## src/rtl/i2c_master_multi.sv

```systemverilog
// Single-master I2C engine: START, 7-bit address, streamed write or read of up to
// 2^LEN_W-1 bytes with ACK checking and SCL stretching, STOP. Open-drain enables only.
module i2c_master_multi #(
    parameter int CLK_DIV = 250,
    parameter int LEN_W   = 4
) (
    input  logic             CLK_IW,
    input  logic             RST_N_IW,
    input  logic             START_IW,
    input  logic             RW_IW,
    input  logic [6:0]       ADDR_IW,
    input  logic [LEN_W-1:0] LEN_IW,
    input  logic [7:0]       TX_DATA_IW,
    output logic             TX_REQ_OW,
    output logic [7:0]       RX_DATA_OR,
    output logic             RX_VALID_OR,
    output logic             SCL_OE_OR,
    input  logic             SCL_IW,
    output logic             SDA_OE_OR,
    input  logic             SDA_IW,
    output logic             READY_OW,
    output logic             DONE_OR,
    output logic             NACK_OR
);
    localparam int CW = $clog2(CLK_DIV);
    localparam logic [CW-1:0] LAST = CW'(CLK_DIV - 1);
    localparam logic [CW-1:0] PRE  = CW'(CLK_DIV - 2);

    typedef enum logic [3:0] {
        S_IDLE, S_START, S_ADDR, S_ACK_A, S_WRITE, S_ACK_W, S_READ, S_ACK_R, S_STOP
    } state_t;

    state_t           state;
    logic [CW-1:0]    cnt;
    logic [1:0]       q;
    logic [2:0]       bit_idx;
    logic [7:0]       shreg;
    logic             rw;
    logic [LEN_W-1:0] remaining;
    logic             sda_s;

    logic bit_state, stall, tick, pre_tick, go_write;

    assign bit_state = state inside {S_ADDR, S_ACK_A, S_WRITE, S_ACK_W, S_READ, S_ACK_R};
    // The quarter counter holds while we have released SCL but a slave keeps it low.
    assign stall     = !SCL_OE_OR && !SCL_IW &&
                       ((bit_state && q == 2'd2) || (state == S_STOP && q == 2'd1));
    assign tick      = (cnt == LAST) && !stall;
    assign pre_tick  = (cnt == PRE) && !stall;
    // Next bit is the MSB of a write byte: lets TX_REQ lead the consuming tick by one cycle.
    assign go_write  = (state == S_ACK_A || state == S_ACK_W) && !sda_s && !rw &&
                       (remaining != '0);
    assign READY_OW  = RST_N_IW && (state == S_IDLE);

    // NOTE: every register here is assigned with <= so all updates land together at the edge.
    always_ff @(posedge CLK_IW) begin
        if (!RST_N_IW) begin
            state       <= S_IDLE;
            cnt         <= '0;
            q           <= '0;
            bit_idx     <= '0;
            shreg       <= '0;
            rw          <= 1'b0;
            remaining   <= '0;
            sda_s       <= 1'b0;
            SCL_OE_OR   <= 1'b0;
            SDA_OE_OR   <= 1'b0;
            TX_REQ_OW   <= 1'b0;
            RX_VALID_OR <= 1'b0;
            RX_DATA_OR  <= '0;
            DONE_OR     <= 1'b0;
            NACK_OR     <= 1'b0;
        end else begin
            TX_REQ_OW   <= pre_tick && (q == 2'd3) && go_write;
            RX_VALID_OR <= 1'b0;
            DONE_OR     <= 1'b0;
            if (state == S_IDLE) begin
                cnt <= '0;
                q   <= '0;
                if (START_IW) begin
                    rw        <= RW_IW;
                    shreg     <= {ADDR_IW, RW_IW};
                    remaining <= LEN_IW;
                    NACK_OR   <= 1'b0;
                    SDA_OE_OR <= 1'b1;
                    state     <= S_START;
                end
            end else begin
                if (!stall)
                    cnt <= (cnt == LAST) ? '0 : cnt + CW'(1);
                if (tick) begin
                    q <= q + 2'd1;
                    case (q)
                        2'd0: if (state == S_STOP) SCL_OE_OR <= 1'b0;
                        2'd1: begin
                            if (state == S_START)     SCL_OE_OR <= 1'b1;
                            else if (state == S_STOP) SDA_OE_OR <= 1'b0;
                            else                      SCL_OE_OR <= 1'b0;
                        end
                        2'd2: if (bit_state) begin
                            sda_s <= SDA_IW;
                            if (state == S_READ) shreg <= {shreg[6:0], SDA_IW};
                        end
                        default: begin
                            SCL_OE_OR <= 1'b1;
                            case (state)
                                S_START: begin
                                    state     <= S_ADDR;
                                    bit_idx   <= 3'd7;
                                    SDA_OE_OR <= !shreg[7];
                                end
                                S_ADDR, S_WRITE: begin
                                    if (bit_idx == 3'd0) begin
                                        state     <= (state == S_ADDR) ? S_ACK_A : S_ACK_W;
                                        SDA_OE_OR <= 1'b0;
                                        if (state == S_WRITE) remaining <= remaining - LEN_W'(1);
                                    end else begin
                                        bit_idx   <= bit_idx - 3'd1;
                                        shreg     <= {shreg[6:0], 1'b0};
                                        SDA_OE_OR <= !shreg[6];
                                    end
                                end
                                S_READ: begin
                                    if (bit_idx == 3'd0) begin
                                        state       <= S_ACK_R;
                                        RX_DATA_OR  <= shreg;
                                        RX_VALID_OR <= 1'b1;
                                        remaining   <= remaining - LEN_W'(1);
                                        SDA_OE_OR   <= (remaining != LEN_W'(1));
                                    end else begin
                                        bit_idx <= bit_idx - 3'd1;
                                    end
                                end
                                S_ACK_A, S_ACK_W: begin
                                    if (sda_s || remaining == '0) begin
                                        NACK_OR   <= NACK_OR | sda_s;
                                        state     <= S_STOP;
                                        SDA_OE_OR <= 1'b1;
                                    end else if (rw) begin
                                        state     <= S_READ;
                                        bit_idx   <= 3'd7;
                                        SDA_OE_OR <= 1'b0;
                                    end else begin
                                        state     <= S_WRITE;
                                        bit_idx   <= 3'd7;
                                        shreg     <= TX_DATA_IW;
                                        SDA_OE_OR <= !TX_DATA_IW[7];
                                    end
                                end
                                S_ACK_R: begin
                                    bit_idx   <= 3'd7;
                                    SDA_OE_OR <= (remaining == '0);
                                    state     <= (remaining == '0) ? S_STOP : S_READ;
                                end
                                S_STOP: begin
                                    state     <= S_IDLE;
                                    DONE_OR   <= 1'b1;
                                    SCL_OE_OR <= 1'b0;
                                    SDA_OE_OR <= 1'b0;
                                end
                                default: state <= S_IDLE;
                            endcase
                        end
                    endcase
                end
            end
        end
    end
endmodule

```

## config.mk

```make
export PLATFORM = sky130hd
export DESIGN_NAME = i2c_master_multi
export DESIGN_NICKNAME = d
export VERILOG_FILES = /design/src/rtl/i2c_master_multi.sv
export SDC_FILE = /design/constraint.sdc
export NUM_CORES = 1
export LEC_CHECK = 0
export CAP_MARGIN = 20
export CORE_MARGIN = 4
export CORE_UTILIZATION = 35
export DETAILED_ROUTE_END_ITERATION = 10
export PLACE_DENSITY = 0.57
export SYNTH_ARGS = -nofsm -noshare
export SYNTH_HDL_FRONTEND = slang
export SYNTH_SLANG_ARGS = --single-unit
```

## constraint.sdc

```tcl
create_clock -name CLK_IW -period 2.9 [get_ports CLK_IW]
set_input_delay 0.58 -clock CLK_IW [delete_from_list [all_inputs] [get_ports CLK_IW]]
set_output_delay 0.58 -clock CLK_IW [all_outputs]
set_load 0.01 [all_outputs]
```

==> metrics, run 1 <==
cts hold-fix bufs 0; clock buffer depth 2; final wirelength 7.13 mm; fin. max-slew vios 0; Inst Count DP 461; # Post-CTS Setup Buffers 0; critical-path cell list nor4b_2 -> nand3_1 -> and3_1 -> a31oi_2 -> nor2_8 -> mux2i_1; WS Path Type register to register; initial antenna violation count 0; worst hold margin 0.455 ns; ys flop type dfxtp_1; maximum fanout along the worst path 15; site row count 31; Vias/cell 5.33; ant diodes 0; Routed Antenna Nets 0; dpl ws 0.409 ns; number of CTS-inserted buffers 5; Die X-Extent 95.3 µm; Die H 95.3 µm; post-cts resize count 0; Setup TNS 0 ns; Crit. End Element register; Seq/Total Area, Yosys 33.7%; GR Overflow Total 0; Post-synth EDFFs 0; hold path depth 2; WHS Endpoint RX_DATA_OR[5]; largest net degree at the start of global routing 25; number of global-route vias before repair 2350; TritonRoute pass-1 iters 4; Ys Warns 0; Fin. Hold Viols 0; GP Congestion 0.841; worst min path class register to register; GRT Resource Usage Total 16.3%; VDD IR max 0.225 mV; startpoint types register; origin of the worst setup path state[3]; Worst-Margin Slew 0.643 ns; non-filler instance count after layout 469; Reg clk slew, reported paths 0.09 ns; PortBufs 39; R2R setup slack 0.49 ns; Avg Inst Size Synth 7.95 µm²; critical hold path startpoint RX_DATA_OR[5]; first-pass GRT wire length 11.7 mm; 1st-iter DRT viols 170; DIE AREA 9090 µm²; H-tree levels 2; Post-Syn Nets 373; r2r worst-path depth 6; area grow syn2layout 22.7%; # setup viols final 0; Initial Utilization 36.4%; crit path time final 2.41 ns; DP Wirelength 5.17 mm; DRC viols 0; Core Area 7330 µm²; Sink Count 45; Distinct cells, synth 55; Crit path required time 3.09 ns; via total after detailed routing 2501; Crit path largest cell delay 0.60 ns; clk_lat worst skew 0.31 ns; worst flop-to-flop path endpoint shreg[2]; status completed; FFs w/ async S/R, synth 0%; max cap viols 0; synthesized instance count 336; synthesized area 2670 µm²; io pins 40; leak pwr 1.12 nW; drt wl/cell 15.2 µm; Pwr Density 494 nW/µm²; share of cells above drive strength 1 7.57%; CTS tree built; RR Startpoint state[3]; fillcell total 735; skew final 0.00967 ns; Slew HR 56.8%; Power, Total 1.62 mW; CP arrival 2.60 ns; unrepaired setup endpoints after global routing false; flops & latches, synth 45; fmax 0.415 GHz; slowest stage cell, crit path dfxtp_1; period utilization 83.0%; Final Net Count 406; Root Driver clkbuf_8; final setup margin 0.492 ns
-- power breakdown --
| group | switching (mW) | total (mW) | internal, mW |
|---|---|---|---|
| clock network | 0.238 | 0.580 | 0.343 |
| registers | 0.0423 | 0.693 | 0.650 |
| logic | 0.194 | 0.345 | 0.152 |
| total | 0.474 | 1.62 | 1.14 |
-- cell type report --
class	count	area, µm²	share of cell area [%]
timing repair buffer	46	443	13.5
multi-input combinational	258	1630	49.6
sequential	45	901	27.5
inverter	13	48.8	1.49
tap	99	124	3.78
clock buffer	5	68.8	2.10
clock inverter	3	65.1	1.99
-- cell usage in the layout (no fill, tap or decap), types with 2 or more instances in the layout --
master,instances
a211oi_1,4
a21oi_1,31
a311oi_1,2
a31oi_1,3
and3_1,4
and4_1,2
buf_4,7
bufinv_16,2
clkbuf_8,5
clkdlybuf4s50_1,39
dfxtp_1,45
ha_1,12
inv_1,13
mux2i_1,18
nand2_1,56
nand2b_1,3
nand3_1,11
nand3b_1,2
nand4_1,4
nor2_1,26
nor2b_1,2
nor3_1,9
nor4_1,4
o211ai_1,8
o21ai_0,18
o31ai_1,2
or3_1,4
or4_1,2
xnor2_1,2
xor2_1,4
-- metal layers --
layer | part of all wire (%) | track usage (%) | wire length, µm | up-vias
met5 | 0 | 0 | 0 | -
met4 | 2.5 | 6.61 | 175 | 0
met3 | 5.9 | 3.47 | 420 | 14
met2 | 43 | 24.7 | 3050 | 77
met1 | 49 | 22.5 | 3480 | 1151
li1 | - | - | - | 1259
-- state kept, by name, indices dropped and copies added (netlist names) --
| name | flops |
|---|---|
| cnt | 8 |
| TX_REQ_OW | 1 |
| sda_s | 1 |
| state | 4 |
| remaining | 4 |
| RX_DATA_OR | 8 |
| q | 2 |
| SDA_OE_OR | 1 |
| shreg | 8 |
| bit_idx | 3 |
| rw | 1 |
| NACK_OR | 1 |
| SCL_OE_OR | 1 |
| RX_VALID_OR | 1 |
| DONE_OR | 1 |
-- synth_stat cells (all sizes together) (2+ instances only) --
master / instances / area (µm²)
nor2: 27 / 118
a21oi: 32 / 164
ha: 12 / 150
dfxtp: 45 / 901
xor2: 4 / 35.0
o31ai: 2 / 15.0
nand3: 11 / 55.1
or4: 3 / 26.3
o41ai: 2 / 25.0
a211oi: 4 / 30.0
o211ai: 8 / 60.1
clkbuf: 12 / 45.0
inv: 13 / 48.8
nand4: 4 / 25.0
mux2i: 18 / 180
xnor2: 3 / 33.8
nor4: 4 / 25.0
buf: 8 / 48.8
nor3: 11 / 71.3
nor4b: 2 / 23.8
a31oi: 5 / 52.6
or3: 4 / 25.0
and4: 2 / 17.5
a311oi: 2 / 17.5
nand2b: 3 / 18.8
and3: 4 / 25.0
nor2b: 2 / 12.5
nand2: 56 / 210
o21ai: 19 / 98.9
nand3b: 2 / 15.0
-- kinds of logic after synthesis --
logic type	Yosys count	share of synthesized area [%]
AOI/OAI and AO/OA	82	19.8
xor gates and xnor gates	7	2.58
adders and majority gates	12	5.62
buffers and inverters	33	5.34
DFF	45	33.7
muxes	18	6.75
and+or+nand+nor	139	26.1
-- critical path: cells and delay by family, from the launching register on --
family / cells / cell delay [ns]
compound gates: 1 / 0.32
flops: 1 / 0.60
mux: 1 / 0.13
simple gates: 4 / 1.24
-- stage by stage --
step	util (%)	cell area, µm²
final	44.7	3280
after global routing	44.7	3280
after global placement	42.9	3140
after CTS	44.7	3280
after floorplan	-	2670
after detailed placement	42.9	3140
-- worst max-delay path by stage --
stage          depth (start not counted)  endpoint
5_1_grt                                6  state[0]
4_1_cts                                4  READY_OW
6_report                               6  shreg[2]
3_5_place_dp                           7  shreg[2]
3_3_place_gp                           7  shreg[0]
2_1_floorplan                          8  shreg[0]
No activity file was read; power rests on OpenSTA's default activity.
==> inputs of run 2 (changes only) <==
Settings changed: PLACE_DENSITY 0.57 to 0.59.
Clock period 2.9 ns to 2.05 ns, I/O delays scaled along.
==> run 2 against run 1 <==
  * Global-route usage increased by 1.2 points
  * Die area unchanged
  * Highest routed layer unchanged
  * Non-clock buffer count is 46 higher
  * Combinational power up 82%
  * Largest cell class unchanged
  * Wire length is 6.2% higher
  * Critical path type unchanged
  * Sequential power grew 40%
  * Hold slack improved by 0.0073 ns
  * Critical path depth grew 3
  * Fmax up 19%
==> metrics, run 2 (synthesis gave the netlist of run 1 again) <==
Reg clk slew, reported paths 0.10 ns (about the same); first-pass GRT wire length 12.7 mm (+8.6%); startpoint types register; R2R setup slack 0.03 ns (-0.46 ns); dpl ws -0.172 ns (-0.581 ns); cts hold-fix bufs 0 (unchanged); GP Congestion 0.829 (-1.4%); WP buf/inv 2 (+2); status completed; Sink Count 45 (unchanged); most common cell after layout, fill and taps aside nand2_1; Power, Total 2.30 mW (+42%); Worst-Margin Slew 0.475 ns (-0.168 ns); max cap viols 0 (unchanged); initial antenna violation count 0 (unchanged); via total after detailed routing 2698 (+7.9%); critical-path cell list inv_2 -> ha_4 -> nor3b_4 -> buf_6 -> or4_4 -> o21ai_4 -> a21oi_4 -> nor2_8 -> mux2i_1; number of CTS-inserted buffers 5 (unchanged); Final Net Count 452 (+11%); final wirelength 7.57 mm (+6.2%); hold path depth 2 (unchanged); GR Overflow Total 0 (unchanged); share of cells above drive strength 1 19.7% (+12 points); placed cell areas 3470 µm² (+10%); origin of the worst setup path remaining[1]; RR Startpoint remaining[1]; io pins 40 (unchanged); fmax 0.495 GHz (+19%); r2r worst-path depth 9 (+3); clk_lat worst skew 0.31 ns (about the same); clock buffer depth 2 (unchanged); Pwr Density 630 nW/µm² (+28%); Slew HR 68.3% (+11 points); VDD IR max 0.312 mV (+39%); maximum fanout along the worst path 8 (-7); unrepaired setup endpoints after global routing true; TritonRoute pass-1 iters 4 (unchanged); Crit path required time 2.29 ns (-0.80 ns); delay-heaviest family, CP simple AND/OR/NAND/NOR gates; non-filler instance count after layout 515 (+9.8%); site row count 31 (unchanged); CTS tree built; Fin. Hold Viols 0 (unchanged); period utilization 98.5% (+15 points); Final Core Density 49.8% (+5.1 points); number of global-route vias before repair 2641 (+12%); Crit. End Element register; Vias/cell 5.24 (-1.8%); worst hold margin 0.462 ns (+0.00728 ns); Setup TNS 0 ns (unchanged); WS Path Type register to register; drt wl/cell 14.7 µm (-3.3%); skew final 0.0144 ns (+0.00471 ns); area grow syn2layout 36.8%; largest registers RX_DATA_OR: 8 flops, cnt: 8 flops, shreg: 8 flops; Die X-Extent 95.3 µm (unchanged); fin. max-slew vios 0 (unchanged); Routed Antenna Nets 0 (unchanged); PortBufs 39 (unchanged); CP arrival 2.26 ns (-0.34 ns); H-tree levels 2 (unchanged); WP depth 9 (+3); Core Area 7330 µm² (unchanged); slowest stage cell, crit path or4_4; most frequent cells in the layout nand2_1 (55), buf_4 (52), dfxtp_1 (43); ant diodes 0 (unchanged); GRT Resource Usage Total 17.5% (+1.2 points); Die H 95.3 µm (unchanged); final setup margin 0.0302 ns (-0.462 ns); critical path endpoint shreg[5]; Initial Utilization 36.4% (unchanged); Root Driver clkbuf_8; crit path time final 2.02 ns (-0.388 ns); worst min path class register to register; Crit path largest cell delay 0.50 ns (-0.10 ns); DRC viols 0 (unchanged); leak pwr 1.35 nW (+20%); final instance area 3650 µm² (+11%); largest net degree at the start of global routing 25 (unchanged); 1st-iter DRT viols 225 (+32%); DIE AREA 9090 µm² (unchanged); Inst Count DP 504 (+9.3%); DP Wirelength 5.59 mm (+8.0%); worst flop-to-flop path endpoint shreg[5]; # setup viols final 0 (unchanged)
[run 2: cell count changes in the layout (fill, tap and decap cells not counted), moves of 2 or more]
cell     previous run  this run
dfxtp_1            45        43
and3_1              4         2
buf_4               7        52
and3_2              0         2
dfxtp_2             0         2
[run 2: cell type report]
type	count	area [µm²]
Multi-Input combinational cell	258	1680
Tap cell	99	124
Inverter	13	48.8
Sequential cell	45	903
Clock inverter	2	38.8
Timing Repair Buffer	92	791
Fill cell	675	3680
Clock buffer	6	72.6
[run 2: per-layer routing]
layer / global-route usage, % / wire [µm] / vias up
met3: 4.10 / 678 / 17
met5: 0 / 0 / -
met1: 24.1 / 3450 / 1214
met2: 26.9 / 3240 / 121
li1: - / - / 1346
met4: 5.89 / 195 / 0
[run 2: tightest hold or removal path: cells and delay by family, from the launching register on]
| kind | cells | cell delay, ns |
|---|---|---|
| compound gates | 1 | 0.05 |
| flops | 1 | 0.32 |
| simple gates | 1 | 0.05 |
[run 2: worst min path at each step]
| stage | from | endpoint | slack, ns |
|---|---|---|---|
| 4_1_cts | RX_DATA_OR[4] | RX_DATA_OR[4] | 0.46 |
| 3_3_place_gp | RX_DATA_OR[0] | RX_DATA_OR[0] | 0.44 |
| 5_1_grt | RX_DATA_OR[2] | RX_DATA_OR[2] | 0.48 |
| 3_5_place_dp | RX_DATA_OR[4] | RX_DATA_OR[4] | 0.45 |
| 6_report | RX_DATA_OR[4] | RX_DATA_OR[4] | 0.46 |
| 2_1_floorplan | shreg[0] | shreg[0] | 0.45 |
[run 2: timing repair]
action | in CTS | in global routing
setup buffers | 0 | 3
gates cloned | 0 | 0
endpoints found under the setup margin | 1 | 22
pin swaps | 0 | 3
gates resized for setup | 2 | 13
[run 2: power by group]
group / switching, mW / total (mW) / internal (mW)
Sequential: 0.0479 / 0.969 / 0.921
Clock: 0.341 / 0.707 / 0.367
Combinational: 0.320 / 0.627 / 0.307
